**src/rtl/ring_mon_pkg.sv**
```systemverilog
`default_nettype none
// ============================================================================
// Module      : ring_mon_pkg
// Description : Shared types and constants for the ring-counter monitor.
//               Holds the tracking FSM state encoding, the ring width, the
//               reset seed for the "previous sample" register and a rotate
//               helper that produces the expected next ring value.
// Revision    : 1.0 - initial release
// ============================================================================
package ring_mon_pkg;

  localparam int RING_W = 4;
  localparam logic [RING_W-1:0] RING_SEED = 4'b0001;

  typedef enum logic [1:0] {
    HUNT   = 2'd0,
    TRACK  = 2'd1,
    LOCKED = 2'd2
  } ring_state_t;

  // A healthy ring advances by rotating left one position (1000 -> 0001).
  function automatic logic [RING_W-1:0] ring_rotl1(input logic [RING_W-1:0] v);
    return {v[RING_W-2:0], v[RING_W-1]};
  endfunction

endpackage
`default_nettype wire

```
**src/rtl/ring_counter_monitor_if.sv**
```systemverilog
`default_nettype none
// ============================================================================
// Module      : ring_counter_monitor_if
// Description : Sample/status bundle between a ring-counter source and the
//               monitor.
//   master : drives ring_in/ring_vld, observes the monitor status
//   slave  : the monitor - consumes samples, drives status outputs
//   ring_in    [4]      sampled ring value
//   ring_vld   [1]      ring_in valid
//   idx        [2]      binary position of last legal one-hot sample
//   idx_vld    [1]      pulse, idx refreshed
//   lock       [1]      monitor is locked
//   seq_err    [1]      pulse, one-hot but out of sequence
//   onehot_err [1]      pulse, sample not one-hot
//   wrap_cnt   [WRAP_W] saturating wrap count while locked
//   err_cnt    [8]      saturating error count (0 when not built)
// Revision    : 1.0 - initial release
// ============================================================================
interface ring_counter_monitor_if #(
  parameter int WRAP_W = 8
);

  logic [ring_mon_pkg::RING_W-1:0] ring_in;
  logic                            ring_vld;
  logic [1:0]                      idx;
  logic                            idx_vld;
  logic                            lock;
  logic                            seq_err;
  logic                            onehot_err;
  logic [WRAP_W-1:0]               wrap_cnt;
  logic [7:0]                      err_cnt;

  modport master (
    output ring_in, ring_vld,
    input  idx, idx_vld, lock, seq_err, onehot_err, wrap_cnt, err_cnt
  );

  modport slave (
    input  ring_in, ring_vld,
    output idx, idx_vld, lock, seq_err, onehot_err, wrap_cnt, err_cnt
  );

endinterface
`default_nettype wire

```
**src/rtl/ring_onehot_dec.sv**
```systemverilog
`default_nettype none
// ============================================================================
// Module      : ring_onehot_dec
// Description : Combinational one-hot checker and encoder for a 4-bit ring.
//   i_vec       [4]  ring sample
//   o_idx       [2]  binary position of the set bit (0 when not one-hot)
//   o_is_onehot [1]  exactly one bit of i_vec is set
// Revision    : 1.0 - initial release
// ============================================================================
module ring_onehot_dec
  import ring_mon_pkg::*;
(
  input  wire logic [RING_W-1:0] i_vec,
  output logic      [1:0]        o_idx,
  output logic                   o_is_onehot
);

  always_comb begin
    o_idx       = 2'd0;
    o_is_onehot = 1'b0;
    unique case (i_vec)
      4'b0001: begin o_idx = 2'd0; o_is_onehot = 1'b1; end
      4'b0010: begin o_idx = 2'd1; o_is_onehot = 1'b1; end
      4'b0100: begin o_idx = 2'd2; o_is_onehot = 1'b1; end
      4'b1000: begin o_idx = 2'd3; o_is_onehot = 1'b1; end
      default: begin o_idx = 2'd0; o_is_onehot = 1'b0; end
    endcase
  end

endmodule
`default_nettype wire

```
**src/rtl/ring_counter_monitor.sv**
```systemverilog
`default_nettype none
// ============================================================================
// Module      : ring_counter_monitor
// Description : Watches a sampled 4-bit ring counter. Hunts for a one-hot
//               value, tracks the rotate-left sequence and declares lock
//               after LOCK_N consecutive legal steps. Flags out-of-sequence
//               and non-one-hot samples and counts 1000->0001 wraps while
//               locked. All outputs are registered (latency 1).
//   clk    [1]  rising-edge clock
//   rst_n  [1]  asynchronous active-low reset
//   bus         ring_counter_monitor_if.slave (samples in, status out)
// Build option: define RING_MON_ERRCNT_EN to build the saturating error
//               counter; otherwise err_cnt is tied to zero.
// Revision    : 1.0 - initial release
// ============================================================================
module ring_counter_monitor
  import ring_mon_pkg::*;
#(
  parameter int WRAP_W = 8,
  parameter int LOCK_N = 3
) (
  input  wire logic               clk,
  input  wire logic               rst_n,
  ring_counter_monitor_if.slave   bus
);

  localparam int              c_GOOD_W    = $clog2(LOCK_N + 1);
  // Lock is reached on the match that takes good_cnt from LOCK_N-1 to LOCK_N.
  localparam [c_GOOD_W-1:0]   c_LOCK_LAST = c_GOOD_W'(LOCK_N - 1);

  ring_state_t         r_state;
  logic [RING_W-1:0]   r_prev;
  logic [c_GOOD_W-1:0] r_good_cnt;
  logic [1:0]          r_idx;
  logic                r_idx_vld;
  logic                r_lock;
  logic                r_seq_err;
  logic                r_onehot_err;
  logic [WRAP_W-1:0]   r_wrap_cnt;

  logic [1:0]          w_idx;
  logic                w_is_onehot;
  logic [RING_W-1:0]   w_expect;
  logic                w_match;
  logic                w_wrap;

  ring_onehot_dec u_dec (
    .i_vec       (bus.ring_in),
    .o_idx       (w_idx),
    .o_is_onehot (w_is_onehot)
  );

  assign w_expect = ring_rotl1(r_prev);
  assign w_match  = (bus.ring_in == w_expect);
  // A matching sample following 1000 is necessarily the 1000->0001 wrap.
  assign w_wrap   = w_match && r_prev[RING_W-1];

  always_ff @(posedge clk or negedge rst_n) begin
    if (!rst_n) begin
      r_state      <= HUNT;
      r_prev       <= RING_SEED;
      r_good_cnt   <= '0;
      r_idx        <= 2'd0;
      r_idx_vld    <= 1'b0;
      r_lock       <= 1'b0;
      r_seq_err    <= 1'b0;
      r_onehot_err <= 1'b0;
      r_wrap_cnt   <= '0;
    end else begin
      r_idx_vld    <= 1'b0;
      r_seq_err    <= 1'b0;
      r_onehot_err <= 1'b0;
      if (bus.ring_vld) begin
        if (!w_is_onehot) begin
          // prev, idx and good_cnt deliberately hold across a corrupt sample.
          r_onehot_err <= 1'b1;
          r_state      <= HUNT;
          r_lock       <= 1'b0;
        end else begin
          r_idx     <= w_idx;
          r_idx_vld <= 1'b1;
          unique case (r_state)
            HUNT: begin
              r_prev     <= bus.ring_in;
              r_good_cnt <= '0;
              r_state    <= TRACK;
            end
            TRACK: begin
              r_prev <= bus.ring_in;
              if (w_match) begin
                r_good_cnt <= r_good_cnt + 1'b1;
                if (r_good_cnt == c_LOCK_LAST) begin
                  r_state <= LOCKED;
                  r_lock  <= 1'b1;
                end
              end else begin
                r_seq_err  <= 1'b1;
                r_good_cnt <= '0;
              end
            end
            LOCKED: begin
              r_prev <= bus.ring_in;
              if (w_match) begin
                if (w_wrap && (r_wrap_cnt != {WRAP_W{1'b1}})) begin
                  r_wrap_cnt <= r_wrap_cnt + 1'b1;
                end
              end else begin
                r_seq_err  <= 1'b1;
                r_good_cnt <= '0;
                r_state    <= TRACK;
                r_lock     <= 1'b0;
              end
            end
            default: begin
              r_state <= HUNT;
              r_lock  <= 1'b0;
            end
          endcase
        end
      end
    end
  end

`ifdef RING_MON_ERRCNT_EN
  logic [7:0] r_err_cnt;
  logic       w_err_evt;

  // Same conditions that raise seq_err or onehot_err in the FSM above.
  assign w_err_evt = bus.ring_vld &&
                     (!w_is_onehot || ((r_state != HUNT) && !w_match));

  always_ff @(posedge clk or negedge rst_n) begin
    if (!rst_n) begin
      r_err_cnt <= 8'd0;
    end else if (w_err_evt && (r_err_cnt != 8'hFF)) begin
      r_err_cnt <= r_err_cnt + 8'd1;
    end
  end

  assign bus.err_cnt = r_err_cnt;
`else
  assign bus.err_cnt = 8'd0;
`endif

  assign bus.idx        = r_idx;
  assign bus.idx_vld    = r_idx_vld;
  assign bus.lock       = r_lock;
  assign bus.seq_err    = r_seq_err;
  assign bus.onehot_err = r_onehot_err;
  assign bus.wrap_cnt   = r_wrap_cnt;

endmodule
`default_nettype wire

```
**src/flat_wrapper.sv**
```systemverilog
// flat-port wrapper written by rule: the top's interface ports become plain ports
module ring_counter_monitor_flat import ring_mon_pkg::*;
#(
  parameter int WRAP_W = 8,
  parameter int LOCK_N = 3
)
  (clk, rst_n, bus_ring_in, bus_ring_vld, bus_idx, bus_idx_vld, bus_lock, bus_seq_err, bus_onehot_err, bus_wrap_cnt, bus_err_cnt);
  ring_counter_monitor_if #(.WRAP_W(WRAP_W)) bus_i ();
  input  wire logic clk;
  input  wire logic rst_n;
  input wire logic [$bits(bus_i.ring_in)-1:0] bus_ring_in;
  input wire logic [$bits(bus_i.ring_vld)-1:0] bus_ring_vld;
  output wire logic [$bits(bus_i.idx)-1:0] bus_idx;
  output wire logic [$bits(bus_i.idx_vld)-1:0] bus_idx_vld;
  output wire logic [$bits(bus_i.lock)-1:0] bus_lock;
  output wire logic [$bits(bus_i.seq_err)-1:0] bus_seq_err;
  output wire logic [$bits(bus_i.onehot_err)-1:0] bus_onehot_err;
  output wire logic [$bits(bus_i.wrap_cnt)-1:0] bus_wrap_cnt;
  output wire logic [$bits(bus_i.err_cnt)-1:0] bus_err_cnt;
  assign bus_i.ring_in = bus_ring_in;
  assign bus_i.ring_vld = bus_ring_vld;
  assign bus_idx = bus_i.idx;
  assign bus_idx_vld = bus_i.idx_vld;
  assign bus_lock = bus_i.lock;
  assign bus_seq_err = bus_i.seq_err;
  assign bus_onehot_err = bus_i.onehot_err;
  assign bus_wrap_cnt = bus_i.wrap_cnt;
  assign bus_err_cnt = bus_i.err_cnt;
  ring_counter_monitor #(.WRAP_W(WRAP_W), .LOCK_N(LOCK_N)) u_core (.clk(clk), .rst_n(rst_n), .bus(bus_i));
endmodule
```
**config.mk**
```make
export PLATFORM = sky130hd
export DESIGN_NAME = ring_counter_monitor_flat
export DESIGN_NICKNAME = d
export VERILOG_FILES = /design/src/rtl/ring_mon_pkg.sv /design/src/rtl/ring_counter_monitor_if.sv /design/src/rtl/ring_onehot_dec.sv /design/src/rtl/ring_counter_monitor.sv /design/src/flat_wrapper.sv
export SDC_FILE = /design/constraint.sdc
export NUM_CORES = 1
export LEC_CHECK = 0
export ABC_CLOCK_PERIOD_IN_PS = 3150
export CORE_ASPECT_RATIO = 0.9
export CORE_MARGIN = 3
export CORE_UTILIZATION = 50
export DETAILED_ROUTE_END_ITERATION = 10
export GPL_TIMING_DRIVEN = 1
export PLACE_DENSITY = 0.84
export SLEW_MARGIN = 20
export SYNTH_ARGS = -nofsm -noshare
export SYNTH_HDL_FRONTEND = slang
export SYNTH_SLANG_ARGS = --single-unit
```
**constraint.sdc**
```tcl
create_clock -name clk -period 3.15 [get_ports clk]
set_clock_uncertainty 0.05 [all_clocks]
set_input_delay 0.63 -clock clk [delete_from_list [all_inputs] [get_ports clk]]
set_output_delay 0.63 -clock clk [all_outputs]
set_load 0.02 [all_outputs]
```
==> results of run 1 <==
placed cells by master (no fill, tap or decap), drive strengths merged, types with 4 or more instances in the layout:
cell and count:
xor2 12, nor3 7, nor2 4, conb 8, clkdlybuf4s50 20, dfrtp 21, o21ai 4, nand3 9
clkbuf 4, ha 6, mux2 6, inv 9
synthesized netlist by cell type (all sizes together) (2+ instances only):
cell	instances
nand3	9
and2	2
nand2	3
nor3	7
mux2	6
dfrtp	21
nor2	4
xor2	12
o211ai	2
buf	11
o21ai	4
nand2b	2
and3	3
ha	6
mux2i	2
o311a	2
inv	9
a221oi	2
nor4	2
per-layer routing:
| layer | track usage | vias to the layer above |
|---|---|---|
| met2 | 0.2860 | 23 |
| met5 | 0 | - |
| met4 | 0.06642 | 0 |
| met3 | 0.05189 | 8 |
| met1 | 0.2097 | 461 |
| li1 | - | 473 |
kinds of logic (layout without fill, tap and decap cells):
| family | after synthesis | count (layout) | synth area share |
|---|---|---|---|
| AOI/OAI and AO/OA | 18 | 18 | 0.1109 |
| DFF | 22 | 22 | 0.4216 |
| adders and majority gates | 6 | 6 | 0.05736 |
| and+or+nand+nor | 36 | 36 | 0.1692 |
| muxes | 8 | 8 | 0.06692 |
| buffers and inverters | 21 | 36 | 0.09082 |
| other | 1 | 8 | 0.002865 |
| xor gates and xnor gates | 12 | 12 | 0.08031 |
registers in the layout, summed over array words and instances, names as in the netlist:
register,flops
u_core.bus.idx_vld,1
u_core.bus.lock,1
u_core.r_prev,4
u_core.r_state,2
u_core.bus.seq_err,1
u_core.r_good_cnt,2
u_core.bus.onehot_err,1
u_core.bus.wrap_cnt,8
u_core.bus.idx,2
final cells by class:
cell class	instances	area, um2
fill	197	779.5
multi-input combinational	88	664.4
sequential	22	551.8
timing repair buffer	23	222.7
clock buffer	4	36.28
inverter	9	33.78
tap	27	33.78
worst reg2reg max path: stages, from the launching register on:
cell      delay (ns)
dfstp_2         0.55
xor2_1          0.09
nor4_4          0.35
buf_4           0.22
nand2_1         0.10
o211ai_1        0.17
mux2_2          0.37
power by group:
part           switching, mW  internal [mW]
Clock                 0.0764         0.0705
Sequential            0.0143          0.303
Combinational         0.0737         0.0530
stage by stage:
step | instance area (um2) | hold slack (ns) | setup slack (ns) | utilization
5_1_grt | 1543 | 0.4858 | 0.4305 | 0.6643
4_1_cts | 1543 | 0.4576 | 0.5914 | 0.6643
6_report | 1543 | 0.4582 | 0.5582 | 0.6643
3_3_place_gp | 1506 | 0.4261 | 0.3442 | 0.6487
2_1_floorplan | 1335 | 0.2844 | 0.9366 | -
3_5_place_dp | 1506 | 0.4411 | 0.2572 | 0.6487
path summary, 6_finish.rpt:
| check | end | cells after the start |
|---|---|---|
| max | u_core.r_good_cnt[1] | 7 |
| min | u_core.bus.wrap_cnt[6] | 1 |
| max reg2reg | u_core.r_good_cnt[1] | 6 |
| min reg2reg | u_core.bus.wrap_cnt[6] | 1 |
| max in group asynchronous | u_core.r_prev[0] | 2 |
| min in group asynchronous | u_core.bus.idx_vld | 2 |
==> qor.csv, run 1 <==
stage,metric,value,unit
placement,place.gp.congestion,0.7966,
pwr,peakVddDrop,0.0003819,V
critical_path,regToRegStartpoint,u_core.r_prev[0],
clock_network,numCtsBuffers,3,
critical_path,cpPeakStageDelay,0.57,ns
timing,final_max_slew_viol_count,0,
critical_path,ff2ff_setup_slack,1.16,ns
timing,fin_crit_sh,0.8228,
critical_path,worstSetupStartpointType,primary input,
clock_network,clk_pin_slew,0.11,ns
critical_path,cp.arrival,2.74,ns
floorplanning,boundaryPins,29,
route,ant_nets,0,
clock_network,clock_sinks,22,
synthesis,yosysUniqueCellTypes,39,
critical_path,critPathKind,in -> reg,
clock_network,post_cts_buffers,0,
synthesis,ys_seq_area_frac,0.4216,
route,dr_wl_met3,124,um
floorplanning,fp.dieW,59.93,um
run_status,status,"complete, no violations",
route,top_layer,met4,
route,vias,965,
layout,drive_gt1_frac,0.1438,
layout,area_delta_synth_final,17.88,%
synthesis,syn-cell-area,1309,um2
clock_network,clk_latency,0.30,ns
synthesis,synthCells,124,
timing,finalSetupViolations,0,
timing,tns,0,ns
timing,rsz0062_at_grt,no,
global_route,grt_overflow,0,
clock_network,hold_buffers,0,
synthesis,synthArstFlopShare,1.000,
floorplanning,core_area,2322,um2
run,cap_violations,0,
layout,num_antenna_cells,0,
clock_network,cts_resized,0,
synthesis,synth_edf_count,0,
clock_network,cts_tree,built,
synthesis,netlist.area_leader.share,0.4015,
floorplanning,start_util,0.5636,
route,firstDrtPassIters,4,
route,drtIter0Drc,14,
global_route,grt_max_degree,23,
placement,dp.cells,169,
synthesis,ys.flop_type,dfrtp_1,
critical_path,crit_chain,clkdlybuf4s50_1 > xor2_1 > o211a_1 > o21ai_2 > inv_1 > o211ai_1 > mux2_2,
clock_network,cts_max_path_buffers,2,
timing,finalHoldViolCount,0,
route,wl_met1,1.043,mm
hold_path,hp-start,u_core.bus.wrap_cnt[6],
critical_path,critical_path.max_fanout,10,
global_route,grt_util_all_layers,0.1719,
timing,fin_crit,2.592,ns
pwr,total_power,0.5912,mW
synthesis,ys_warn_count,0,
placement,dp_hpwl,1.905,mm
global_route,grt_pass1_wl,4.112,mm
clock_network,h-tree-depth,1,
synthesis,yosys-top-cells-area,"dfrtp_1 40%, xor2_1 8.0%, ha_1 5.7%, mux2_2 5.2%, buf_4 4.6%",
hold_path,hold_path_class,reg -> reg,
floorplanning,dieArea,3268,um2
critical_path,setup.worst_path.end_class,flip-flop,
pwr,power_density,383.2,nW/um2
critical_path,cp.required,3.30,ns
critical_path,worst_path_dominant_cell_family,compound AO/OA/AOI/OAI gates,
global_route,first_global_vias,915,
synthesis,synth_top_area_cell,dfrtp_1,
floorplanning,row_count,16,
critical_path,critPathBufInv,2,
critical_path,slowest_stage,clkdlybuf4s50_1,
synthesis,ys_ff_latch,22,
placement,io_buffers,20,
synthesis,avgSynthCellArea,10.55,um2
route,drc_errors,0,
clock_network,cts_root_buffer,clkbuf_4,
route,wirelength,2.400,mm
timing,max_clock_freq,0.3858,GHz
route,avgViaCountPerCell,5.578,
route,wl_per_cell,13.87,um
layout,instances_no_fill,173,
floorplanning,die_h,54.54,um
critical_path,timing.critical_path.from,bus_ring_in[2],
layout,nets,160,
global_route,antenna_found_initial,0,
pwr,p_leak,0.7512,nW
route,met2WireLength,1.178,mm
Note: power is estimated with default switching activity, not from simulation.
==> run 2, diff against run 1 <==
--- a/config.mk
+++ b/config.mk
@@ -5,13 +5,13 @@
 export SDC_FILE = /design/constraint.sdc
 export NUM_CORES = 1
 export LEC_CHECK = 0
-export ABC_CLOCK_PERIOD_IN_PS = 3150
+export ABC_CLOCK_PERIOD_IN_PS = 2320
 export CORE_ASPECT_RATIO = 0.9
 export CORE_MARGIN = 3
-export CORE_UTILIZATION = 50
+export CORE_UTILIZATION = 45
 export DETAILED_ROUTE_END_ITERATION = 10
 export GPL_TIMING_DRIVEN = 1
-export PLACE_DENSITY = 0.84
+export PLACE_DENSITY = 0.8
 export SLEW_MARGIN = 20
 export SYNTH_ARGS = -nofsm -noshare
 export SYNTH_HDL_FRONTEND = slang
==> constraint.sdc (replaced) <==
create_clock -name clk -period 2.32 [get_ports clk]
set_clock_uncertainty 0.05 [all_clocks]
set_input_delay 0.464 -clock clk [delete_from_list [all_inputs] [get_ports clk]]
set_output_delay 0.464 -clock clk [all_outputs]
set_load 0.02 [all_outputs]
==> qor.csv, run 2 (synthesized netlist as in run 1, its figures left out) <==
stage,metric,value,unit,change
clock_network,clock_sinks,22,,unchanged
global_route,grt_util_all_layers,0.1540,,was 0.1719
route,wirelength,2.533,mm,was 2.400 mm
pwr,switchingPower,0.2419,mW,was 0.1644 mW
run,cap_violations,0,,unchanged
layout,num_antenna_cells,0,,unchanged
pwr,total_power,0.8451,mW,was 0.5912 mW
clock_network,cts_tree,built,,unchanged
global_route,grt_pass1_wl,4.457,mm,was 4.112 mm
floorplanning,fp.dieW,62.85,um,was 59.93 um
timing,max_clock_freq,0.4734,GHz,
route,drtIter0Drc,22,,was 14
route,ant_nets,0,,unchanged
route,wl_per_cell,12.36,um,was 13.87 um
critical_path,slowest_stage,clkdlybuf4s50_1,,unchanged
critical_path,critical_path.max_fanout,6,,was 10
pwr,p_leak,0.8515,nW,was 0.7512 nW
layout,final_cell_mix,"24 x buf_4, 21 x dfrtp_1, 20 x clkdlybuf4s50_1",,"was 21 x dfrtp_1, 20 x clkdlybuf4s50_1, 12 x xor2_1"
hold_path,hold_path_class,in -> async,,was reg -> reg
pwr,peakVddDrop,0.0003934,V,was 0.0003819 V
placement,place.gp.congestion,0.7760,,was 0.7966
layout,fillers,227,,was 197
layout,largest_register_ffs,8,,unchanged
floorplanning,die_h,57.16,um,was 54.54 um
clock_network,clk_pin_slew,0.11,ns,about the same
timing,rsz0062_at_grt,no,,unchanged
pwr,swShare,0.2863,,was 0.2781
clock_network,cts_root_buffer,clkbuf_4,,unchanged
floorplanning,boundaryPins,29,,unchanged
global_route,antenna_found_initial,0,,unchanged
floorplanning,start_util,0.5002,,was 0.5636
layout,design_area,1714,um2,was 1543 um2
clock_network,cts_resized,0,,unchanged
critical_path,worstSetupStartpointType,primary input,,unchanged
clock_network,hold_buffers,0,,unchanged
critical_path,crit_chain,clkdlybuf4s50_1 > xor2_1 > nor4_4 > buf_4 > and2_2 > o311a_1 > a41o_1,,was clkdlybuf4s50_1 > xor2_1 > o211a_1 > o21ai_2 > inv_1 > o211ai_1 > mux2_2
route,avgViaCountPerCell,5.039,,was 5.578
layout,drive_gt1_frac,0.2515,,was 0.1438
clock_network,cts_max_path_buffers,2,,unchanged
pwr,seq_power_share,0.512,,was 0.537
clock_network,numCtsBuffers,3,,unchanged
timing,final_max_slew_viol_count,0,,unchanged
global_route,first_global_vias,1072,,was 915
floorplanning,row_count,17,,was 16
run_status,status,"complete, no violations",,unchanged
placement,dp_hpwl,2.038,mm,was 1.905 mm
critical_path,cp.arrival,2.28,ns,was 2.74 ns
critical_path,cpPeakStageDelay,0.57,ns,about the same
timing,fin_crit,2.112,ns,
placement,post_dp_cell_area,1678,um2,was 1506 um2
pwr,power_density,493.0,nW/um2,was 383.2 nW/um2
critical_path,setup.worst_path.end_class,flip-flop,,unchanged
global_route,grt_max_degree,23,,unchanged
critical_path,cp.required,2.49,ns,was 3.30 ns
timing,fin_crit_sh,0.9106,,
floorplanning,core_area,2616,um2,was 2322 um2
route,drc_errors,0,,unchanged
clock_network,h-tree-depth,1,,unchanged
timing,finalSetupViolations,0,,unchanged
route,vias,1033,,was 965
pwr,p_int,0.6032,mW,was 0.4268 mW
layout,final_common_cell,buf_4,,was dfrtp_1
global_route,grt_overflow,0,,unchanged
timing,finalHoldViolCount,0,,unchanged
route,firstDrtPassIters,4,,unchanged
pwr,pwr-share-comb,0.237,,was 0.214
layout,area_delta_synth_final,30.97,%,was 17.88%
placement,io_buffers,20,,unchanged
floorplanning,dieArea,3592,um2,was 3268 um2
clock_network,clk_latency,0.31,ns,was 0.30 ns
critical_path,critPathKind,in -> reg,,unchanged
pwr,p_clk_frac,0.251,,was 0.248
layout,nets,181,,was 160
clock_network,post_cts_buffers,0,,unchanged
==> run 2: cell types whose count changed in the layout (fill, tap and decap cells not counted), sizes merged <==
cell  change
buf      +21
==> run 2: layout make-up <==
type / instances / area (um2) / share of cell area
clock buffer: 4 / 36.28 / 0.02117
inverter: 9 / 33.78 / 0.01971
multi-input combinational: 88 / 664.4 / 0.3876
sequential: 22 / 551.8 / 0.3219
tap: 38 / 47.55 / 0.02774
timing repair buffer: 44 / 380.4 / 0.2219
==> run 2: final timing paths <==
path	start	end	slack, ns	depth (start not counted)
max in group asynchronous	rst_n	u_core.r_prev[0]	1.51	2
max reg2reg	u_core.r_prev[0]	u_core.bus.lock	0.39	6
min	rst_n	u_core.bus.idx[0]	0.43	2
min in group clk	u_core.bus.wrap_cnt[7]	u_core.bus.wrap_cnt[7]	0.45	1
min reg2reg	u_core.bus.wrap_cnt[7]	u_core.bus.wrap_cnt[7]	0.45	1
max	bus_ring_in[2]	u_core.bus.lock	0.21	7
==> run 2: metal layers <==
metal	global-route usage	part of all wire
met1	0.1873	0.46
met5	0	0
met2	0.2599	0.49
met4	0.04717	0.0075
met3	0.05315	0.046
==> run 2: stage by stage <==
stage	util	std cells	worst slack (ns)	TNS (ns)	hold slack, ns
after floorplan	-	131	0.2726	0	0.1184
after global placement	0.6413	201	-0.09605	-0.7510	0.4242
after detailed placement	0.6413	201	-0.1333	-1.107	0.4374
after CTS	0.6552	205	0.2196	0	0.4337
after global routing	0.6552	205	0.1081	0	0.4457
final	0.6552	205	0.2075	0	0.4350
==> run 2: critical path, delay by kind of cell <==
family | cells | cell delay (ns)
AOI/OAI and AO/OA | 2 | 0.55
xor gates and xnor gates | 1 | 0.26
buffers and inverters | 2 | 0.74
and+or+nand+nor | 2 | 0.28
==> run 2: power groups by stage <==
stage / sequential, mW / clock [mW] / combinational, mW
global placement: 0.439 / 0 / 0.195
detailed placement: 0.441 / 0 / 0.201
CTS: 0.433 / 0.223 / 0.202
floorplan: 0.443 / 0 / 0.125
finish: 0.433 / 0.212 / 0.200
global route: 0.436 / 0.238 / 0.219
